## src/rtl/square_pkg.sv

```systemverilog
// Shared constants and types for the square sprite motion controller.
//   H_RES, V_RES, SIZE : default screen and sprite geometry
//   reg_addr_t         : MMIO register select
//   vel_t              : 4-bit signed per-axis velocity
//   motion_state_t     : motion FSM states
package square_pkg;

  localparam int unsigned H_RES = 640;
  localparam int unsigned V_RES = 480;
  localparam int unsigned SIZE  = 16;

  typedef enum logic [1:0] {
    AddrPos  = 2'd0,
    AddrVel  = 2'd1,
    AddrCtrl = 2'd2,
    AddrRun  = 2'd3
  } reg_addr_t;

  typedef logic signed [3:0] vel_t;

  typedef enum logic {
    StPause = 1'b0,
    StRun   = 1'b1
  } motion_state_t;

  // -8 has no positive mirror in 4 bits, so it is pulled in to -7 to keep reflection symmetric.
  function automatic vel_t sat_vel(input logic [3:0] raw);
    return (raw == 4'b1000) ? vel_t'(4'b1001) : vel_t'(raw);
  endfunction

endpackage

```

## src/rtl/square_axis_step.sv

```systemverilog
// Combinational single-axis step with edge reflection.
//   pos      : current origin on this axis
//   d        : signed velocity
//   max      : largest legal origin on this axis
//   pos_next : stepped origin, clamped to 0..max
//   d_next   : velocity, negated on a reflection
//   hit      : this axis reflected
module square_axis_step
  import square_pkg::*;
(
  input  logic [10:0] pos,
  input  vel_t        d,
  input  logic [10:0] max,
  output logic [10:0] pos_next,
  output vel_t        d_next,
  output logic        hit
);

  logic signed [11:0] n;
  logic signed [11:0] max_s;

  always_comb begin
    n        = signed'({1'b0, pos}) + signed'({{8{d[3]}}, d});
    max_s    = signed'({1'b0, max});
    pos_next = pos;
    d_next   = d;
    hit      = 1'b0;
    if (n < 12'sd0) begin
      pos_next = '0;
      d_next   = -d;
      hit      = 1'b1;
    end else if (n > max_s) begin
      pos_next = max;
      d_next   = -d;
      hit      = 1'b1;
    end else begin
      pos_next = n[10:0];
    end
  end

endmodule

```

## src/rtl/square_motion.sv

```systemverilog
// Per-frame motion controller for a 16x16 square sprite.
// Holds the origin, a signed velocity and a control word; steps the origin every div+1 frames
// and reflects it off the screen edges.
//   clk, reset          : system clock, synchronous active-high reset
//   x, y                : current scan position
//   wr_en/wr_addr/wr_data : register write port (0 pos, 1 vel, 2 ctrl, 3 div/run)
//   x0, y0, ctrl        : sprite origin and control word
//   bounce              : one-cycle pulse when a step reflected on any axis
//   running             : FSM is in RUN
// Build option: define SQUARE_BOUNCE_COLOR_EN to advance ctrl[4:3] on each bounce.
module square_motion #(
  parameter int unsigned H_RES = square_pkg::H_RES,
  parameter int unsigned V_RES = square_pkg::V_RES,
  parameter int unsigned SIZE  = square_pkg::SIZE
) (
  input  logic        clk,
  input  logic        reset,
  input  logic [10:0] x,
  input  logic [10:0] y,
  input  logic        wr_en,
  input  logic [1:0]  wr_addr,
  input  logic [31:0] wr_data,
  output logic [10:0] x0,
  output logic [10:0] y0,
  output logic [4:0]  ctrl,
  output logic        bounce,
  output logic        running
);
  import square_pkg::*;

  localparam logic [10:0] XMax = 11'(H_RES - SIZE);
  localparam logic [10:0] YMax = 11'(V_RES - SIZE);

  motion_state_t state_q, state_d;
  logic [10:0]   x0_q, x0_d, y0_q, y0_d, x_d1_q;
  vel_t          dx_q, dx_d, dy_q, dy_d;
  logic [4:0]    ctrl_q, ctrl_d;
  logic [3:0]    div_q, div_d, fcnt_q, fcnt_d;
  logic          bounce_q, bounce_d, running_q, running_d;

  logic          frame_tick, step;
  logic [10:0]   x_step, y_step;
  vel_t          dx_step, dy_step;
  logic          hit_x, hit_y;

  square_axis_step u_step_x (
    .pos      (x0_q),
    .d        (dx_q),
    .max      (XMax),
    .pos_next (x_step),
    .d_next   (dx_step),
    .hit      (hit_x)
  );

  square_axis_step u_step_y (
    .pos      (y0_q),
    .d        (dy_q),
    .max      (YMax),
    .pos_next (y_step),
    .d_next   (dy_step),
    .hit      (hit_y)
  );

  // Start of frame: scan just moved from x=0 to x=1 on line 0.
  assign frame_tick = (x_d1_q == 11'd0) && (x == 11'd1) && (y == 11'd0);
  assign step       = (state_q == StRun) && frame_tick && (fcnt_q == div_q);

  always_comb begin
    state_d  = state_q;
    x0_d     = x0_q;
    y0_d     = y0_q;
    dx_d     = dx_q;
    dy_d     = dy_q;
    ctrl_d   = ctrl_q;
    div_d    = div_q;
    fcnt_d   = fcnt_q;
    bounce_d = step && (hit_x || hit_y);

    if ((state_q == StRun) && frame_tick) begin
      fcnt_d = step ? 4'd0 : fcnt_q + 4'd1;
    end

    if (step) begin
      x0_d = x_step;
      y0_d = y_step;
      dx_d = dx_step;
      dy_d = dy_step;
`ifdef SQUARE_BOUNCE_COLOR_EN
      if (hit_x || hit_y) begin
        ctrl_d[4:3] = ctrl_q[4:3] + 2'd1;
      end
`endif
    end

    // Writes applied last so the addressed register beats a coincident step.
    if (wr_en) begin
      case (reg_addr_t'(wr_addr))
        AddrPos: begin
          x0_d = (wr_data[10:0] > XMax) ? XMax : wr_data[10:0];
          y0_d = (wr_data[26:16] > YMax) ? YMax : wr_data[26:16];
        end
        AddrVel: begin
          dx_d = sat_vel(wr_data[3:0]);
          dy_d = sat_vel(wr_data[11:8]);
        end
        AddrCtrl: begin
          ctrl_d = wr_data[4:0];
        end
        AddrRun: begin
          div_d = wr_data[3:0];
          if (wr_data[8] && (state_q == StPause)) begin
            state_d = StRun;
          end else if (!wr_data[8] && (state_q == StRun)) begin
            state_d = StPause;
            fcnt_d  = 4'd0;
          end
        end
        default: ;
      endcase
    end

    running_d = (state_d == StRun);
  end

  always_ff @(posedge clk) begin
    if (reset) begin
      state_q   <= StPause;
      x0_q      <= '0;
      y0_q      <= '0;
      dx_q      <= '0;
      dy_q      <= '0;
      ctrl_q    <= '0;
      div_q     <= '0;
      fcnt_q    <= '0;
      bounce_q  <= 1'b0;
      running_q <= 1'b0;
      x_d1_q    <= '0;
    end else begin
      state_q   <= state_d;
      x0_q      <= x0_d;
      y0_q      <= y0_d;
      dx_q      <= dx_d;
      dy_q      <= dy_d;
      ctrl_q    <= ctrl_d;
      div_q     <= div_d;
      fcnt_q    <= fcnt_d;
      bounce_q  <= bounce_d;
      running_q <= running_d;
      x_d1_q    <= x;
    end
  end

  assign x0      = x0_q;
  assign y0      = y0_q;
  assign ctrl    = ctrl_q;
  assign bounce  = bounce_q;
  assign running = running_q;

endmodule
```

## config.mk

```make
export PLATFORM = sky130hd
export DESIGN_NAME = square_motion
export DESIGN_NICKNAME = d
export VERILOG_FILES = /design/src/rtl/square_pkg.sv /design/src/rtl/square_axis_step.sv /design/src/rtl/square_motion.sv
export SDC_FILE = /design/constraint.sdc
export NUM_CORES = 1
export LEC_CHECK = 0
export BUFFER_PORTS_ARGS = -buffer_cell sky130_fd_sc_hd__buf_2
export CAP_MARGIN = 30
export CORE_MARGIN = 1
export CORE_UTILIZATION = 56
export DETAILED_ROUTE_END_ITERATION = 10
export GPL_TIMING_DRIVEN = 0
export PLACE_DENSITY = 0.91
export SYNTH_ARGS = -nofsm -noshare
export SYNTH_HDL_FRONTEND = slang
export SYNTH_HIERARCHICAL = 1
export SYNTH_SLANG_ARGS = --single-unit
export TNS_END_PERCENT = 20
```

## constraint.sdc

```tcl
create_clock -name clk -period 4.46 [get_ports clk]
set_input_delay 0.669 -clock clk [delete_from_list [all_inputs] [get_ports clk]]
set_output_delay 0.669 -clock clk [all_outputs]
set_load 0.1 [all_outputs]
```

==> summary.md <==
| Metric | Value |
|---|---|
| Status | `finished clean` |
| Required @ worst endpoint | `4.69 ns` |
| Final RePlAce weighted congestion | `0.960` |
| Post-DRT Antenna Nets | `0` |
| Antenna diode count | `0` |
| Die ar. | `8640 sq um` |
| Port bufs | `78` |
| Peak fanout along the critical path | `10` |
| Worst Hold Depth | `2` |
| Syn Area/Cell | `8.75 sq um` |
| Vias | `4,436` |
| Final setup viols | `0` |
| RSZ-0062 raised after global routing | `no` |
| Yosys reg bits | `56` |
| Area grow syn2layout | `16.8%` |
| Main combinational cell family by area after synthesis | `compound AO/OA/AOI/OAI gates` |
| Min cycle time layout | `4.17 ns` |
| Max-Cap Viols | `0` |
| Worst hold path class | `flop to flop` |
| Worst Tran Pin Value | `0.667 ns` |
| Setup Fix Bufs, Post-CTS | `0` |
| Post-placement cell area | `5290 sq um` |
| Final Cell Area | `5410 sq um` |
| CTS Buf Count | `5` |
| Min-delay src | `ctrl[4]` |
| Crit path DAT | `4.40 ns` |
| Critical R2R Launch | `dx_q[0]` |
| Synth Area in Simple Gates | `16.7%` |
| WL final | `11.8 mm` |
| Die W | `92.9 um` |
| DRT Pass-1 Iters | `5` |
| Die height | `92.9 um` |
| Vias/cell | `5.88` |
| Drt initial violations | `324` |
| Setup slack, reg-to-reg | `0.29 ns` |
| Nets | `762` |
| Synth warn | `6` |
| Post-synth EDFFs | `0` |
| Clk sinks | `56` |
| Slew Limit Fails | `0` |
| Worst vdd ir | `200 uV` |
| Clk buf depth | `2` |
| XOR/XNOR share of the synthesized area | `5.62%` |
| H-tree lvl count | `2` |
| Synth cell types | `58` |
| Kind of critical path | `flop to flop` |
| CTS Root Cell | `clkbuf_8` |
| GRT Total Usage | `28.4%` |
| Setup TNS | `0 ns` |
| Filler instances | `615` |
| First-pass GRT wire length | `19.9 mm` |
| Post-synthesis async set-or-reset flop share | `0%` |
| Critical Path Start | `dx_q[0]` |
| Largest net degree at the start of global routing | `18` |
| PwrDens | `239 nW/um^2` |
| Vias in the first global route | `4,481` |
| PostCTS Resize Cnt | `0` |
| Reg2Reg Depth | `18` |
| Hold buffer count at CTS | `0` |
| Post-route setup slack | `0.290 ns` |
| TritonCTS clock tree | `done` |
| Most used DFF post-synth | `dfxtp_1` |
| Worst-path clk slew | `0.10 ns` |
| Fmax | `0.240 GHz` |
| Critical Path Sink Type | `flop` |
| Fraction of the mapped netlist area in adder cells | `14.1%` |
| Place WS | `0.0667 ns` |
| Post-DP HPWL | `9.48 mm` |
| Row cnt | `32` |
| Kind of start point of the critical path | `flop` |
| Pleak | `2.57 nW` |
| Syn Std Cell Area | `4630 sq um` |
| I/O pin cnt | `88` |
| Total chip power | `1.29 mW` |
| Most common cell after layout, fill and taps aside | `buf_2` |
| Clk_skew | `0.00707 ns` |
| Syn Inst Count | `529` |
| DRC violations left | `0` |
| Avg WL per Cell | `15.6 um` |
| Final Util | `68.9%` |
| Initial Utilization | `59.0%` |
| Synth Area in Compound Gates | `20.1%` |
| Post-synthesis mux area share | `13.9%` |
| Final hold viol count | `0` |
| Worst-skew pair later-pin latency | `0.32 ns` |
| Antenna violations before repair | `0` |
| CORE AREA | `7850 sq um` |
| Final Cycle Share | `93.5%` |
| Most frequent cells in the layout | `82 x buf_2, 60 x mux2i_1, 58 x nor2_1, 55 x dfxtp_1, 49 x ha_1` |
| Slew HR | `55.1%` |
| Sequential area share after synthesis | `24.2%` |
| Overflow after GRT | `0` |
| Ratio of cells with drive above 1 in the final layout | `19.9%` |
==> report_power, final <==
group          internal, mW  switching [mW]  leakage [nW]
clock                 0.128           0.174        0.0516
sequential            0.521          0.0215         0.459
combinational         0.161           0.285          2.06
==> final timing paths <==
check | to
max | x0[6]
min | ctrl[4]
max reg2reg | x0[6]
min reg2reg | ctrl[4]
==> metal layers <==
metal / vias to the layer above / global-route usage [%] / part of all wire [%]
li1: 2144 / - / -
met1: 2061 / 35.4 / 42
met2: 197 / 49.3 / 49
met3: 34 / 3.94 / 6.2
met4: 0 / 11.2 / 2.6
met5: - / 0 / 0
==> Yosys cell counts (3+ instances only) <==
cell type | n | area share, %
mux2i_1 | 60 | 13
nor2_1 | 58 | 4.7
dfxtp_1 | 56 | 24
ha_1 | 49 | 13
a21oi_1 | 38 | 4.1
inv_1 | 36 | 2.9
a211oi_1 | 29 | 4.7
xnor2_1 | 20 | 3.8
nor2b_1 | 17 | 2.3
o21ai_0 | 14 | 1.5
nor3_1 | 12 | 1.3
nand2_1 | 11 | 0.89
o21bai_1 | 9 | 1.5
clkbuf_1 | 8 | 0.65
nor4_1 | 7 | 0.95
nand3_1 | 6 | 0.65
nand4_1 | 6 | 0.81
xor2_1 | 6 | 1.1
buf_2 | 5 | 0.54
a21o_1 | 4 | 0.65
nor4b_1 | 4 | 0.76
o211ai_1 | 4 | 0.65
or2_2 | 4 | 0.54
a221oi_2 | 3 | 0.97
a31o_2 | 3 | 0.57
buf_6 | 3 | 0.73
o21a_1 | 3 | 0.49
or3_1 | 3 | 0.41
or3b_2 | 3 | 0.57
==> per-stage QoR <==
step / instances / hold WS [ns]
5_1_grt: 755 / 0.557
3_5_place_dp: 747 / 0.482
6_report: 755 / 0.503
3_3_place_gp: 747 / 0.475
4_1_cts: 755 / 0.507
2_1_floorplan: 567 / 0.485
==> cells by family (layout without fill, tap and decap cells) <==
family | Yosys count | after routing
AO/OA/AOI/OAI | 130 | 130
XOR/XNOR | 28 | 28
adder cells (fa/ha/maj) | 51 | 51
buffers and inverters | 55 | 141
flip-flops | 56 | 56
multiplexers | 63 | 63
other | 2 | 40
AND/OR/NAND/NOR | 144 | 144
==> worst max-delay path, cell delays in order, from the launching register on <==
cell	delay, ns
dfxtp_1	0.39
ha_1	0.26
fa_1	0.45
a211oi_2	0.26
o21bai_1	0.14
a31oi_2	0.27
mux2i_1	0.13
or2_2	0.30
ha_1	0.30
nand4_1	0.12
nor2_1	0.13
o21ai_0	0.10
a31o_2	0.23
buf_2	0.18
buf_6	0.17
mux2i_1	0.13
nor2_1	0.11
mux2i_1	0.11
a221oi_2	0.29
==> state kept, by name (all words and copies together), names as in the netlist <==
name / cells
bounce: 1
y0: 11
dy_q: 4
fcnt_q: 4
running: 1
x_d1_q: 11
x0: 11
dx_q: 4
ctrl: 5
div_q: 4
==> cell type report <==
| class | instances | area, sq um | share of cell area, % |
|---|---|---|---|
| clock buffers | 6 | 82.6 | 1.53 |
| inverters | 36 | 135 | 2.50 |
| well taps | 102 | 128 | 2.36 |
| flip-flops and latches | 56 | 1120 | 20.8 |
| plain buffers | 19 | 114 | 2.11 |
| clock inverters | 2 | 13.8 | 0.255 |
| multi-input cells | 456 | 3420 | 63.3 |
| repair buffers | 78 | 390 | 7.22 |
(Power assumes the default switching activity.)
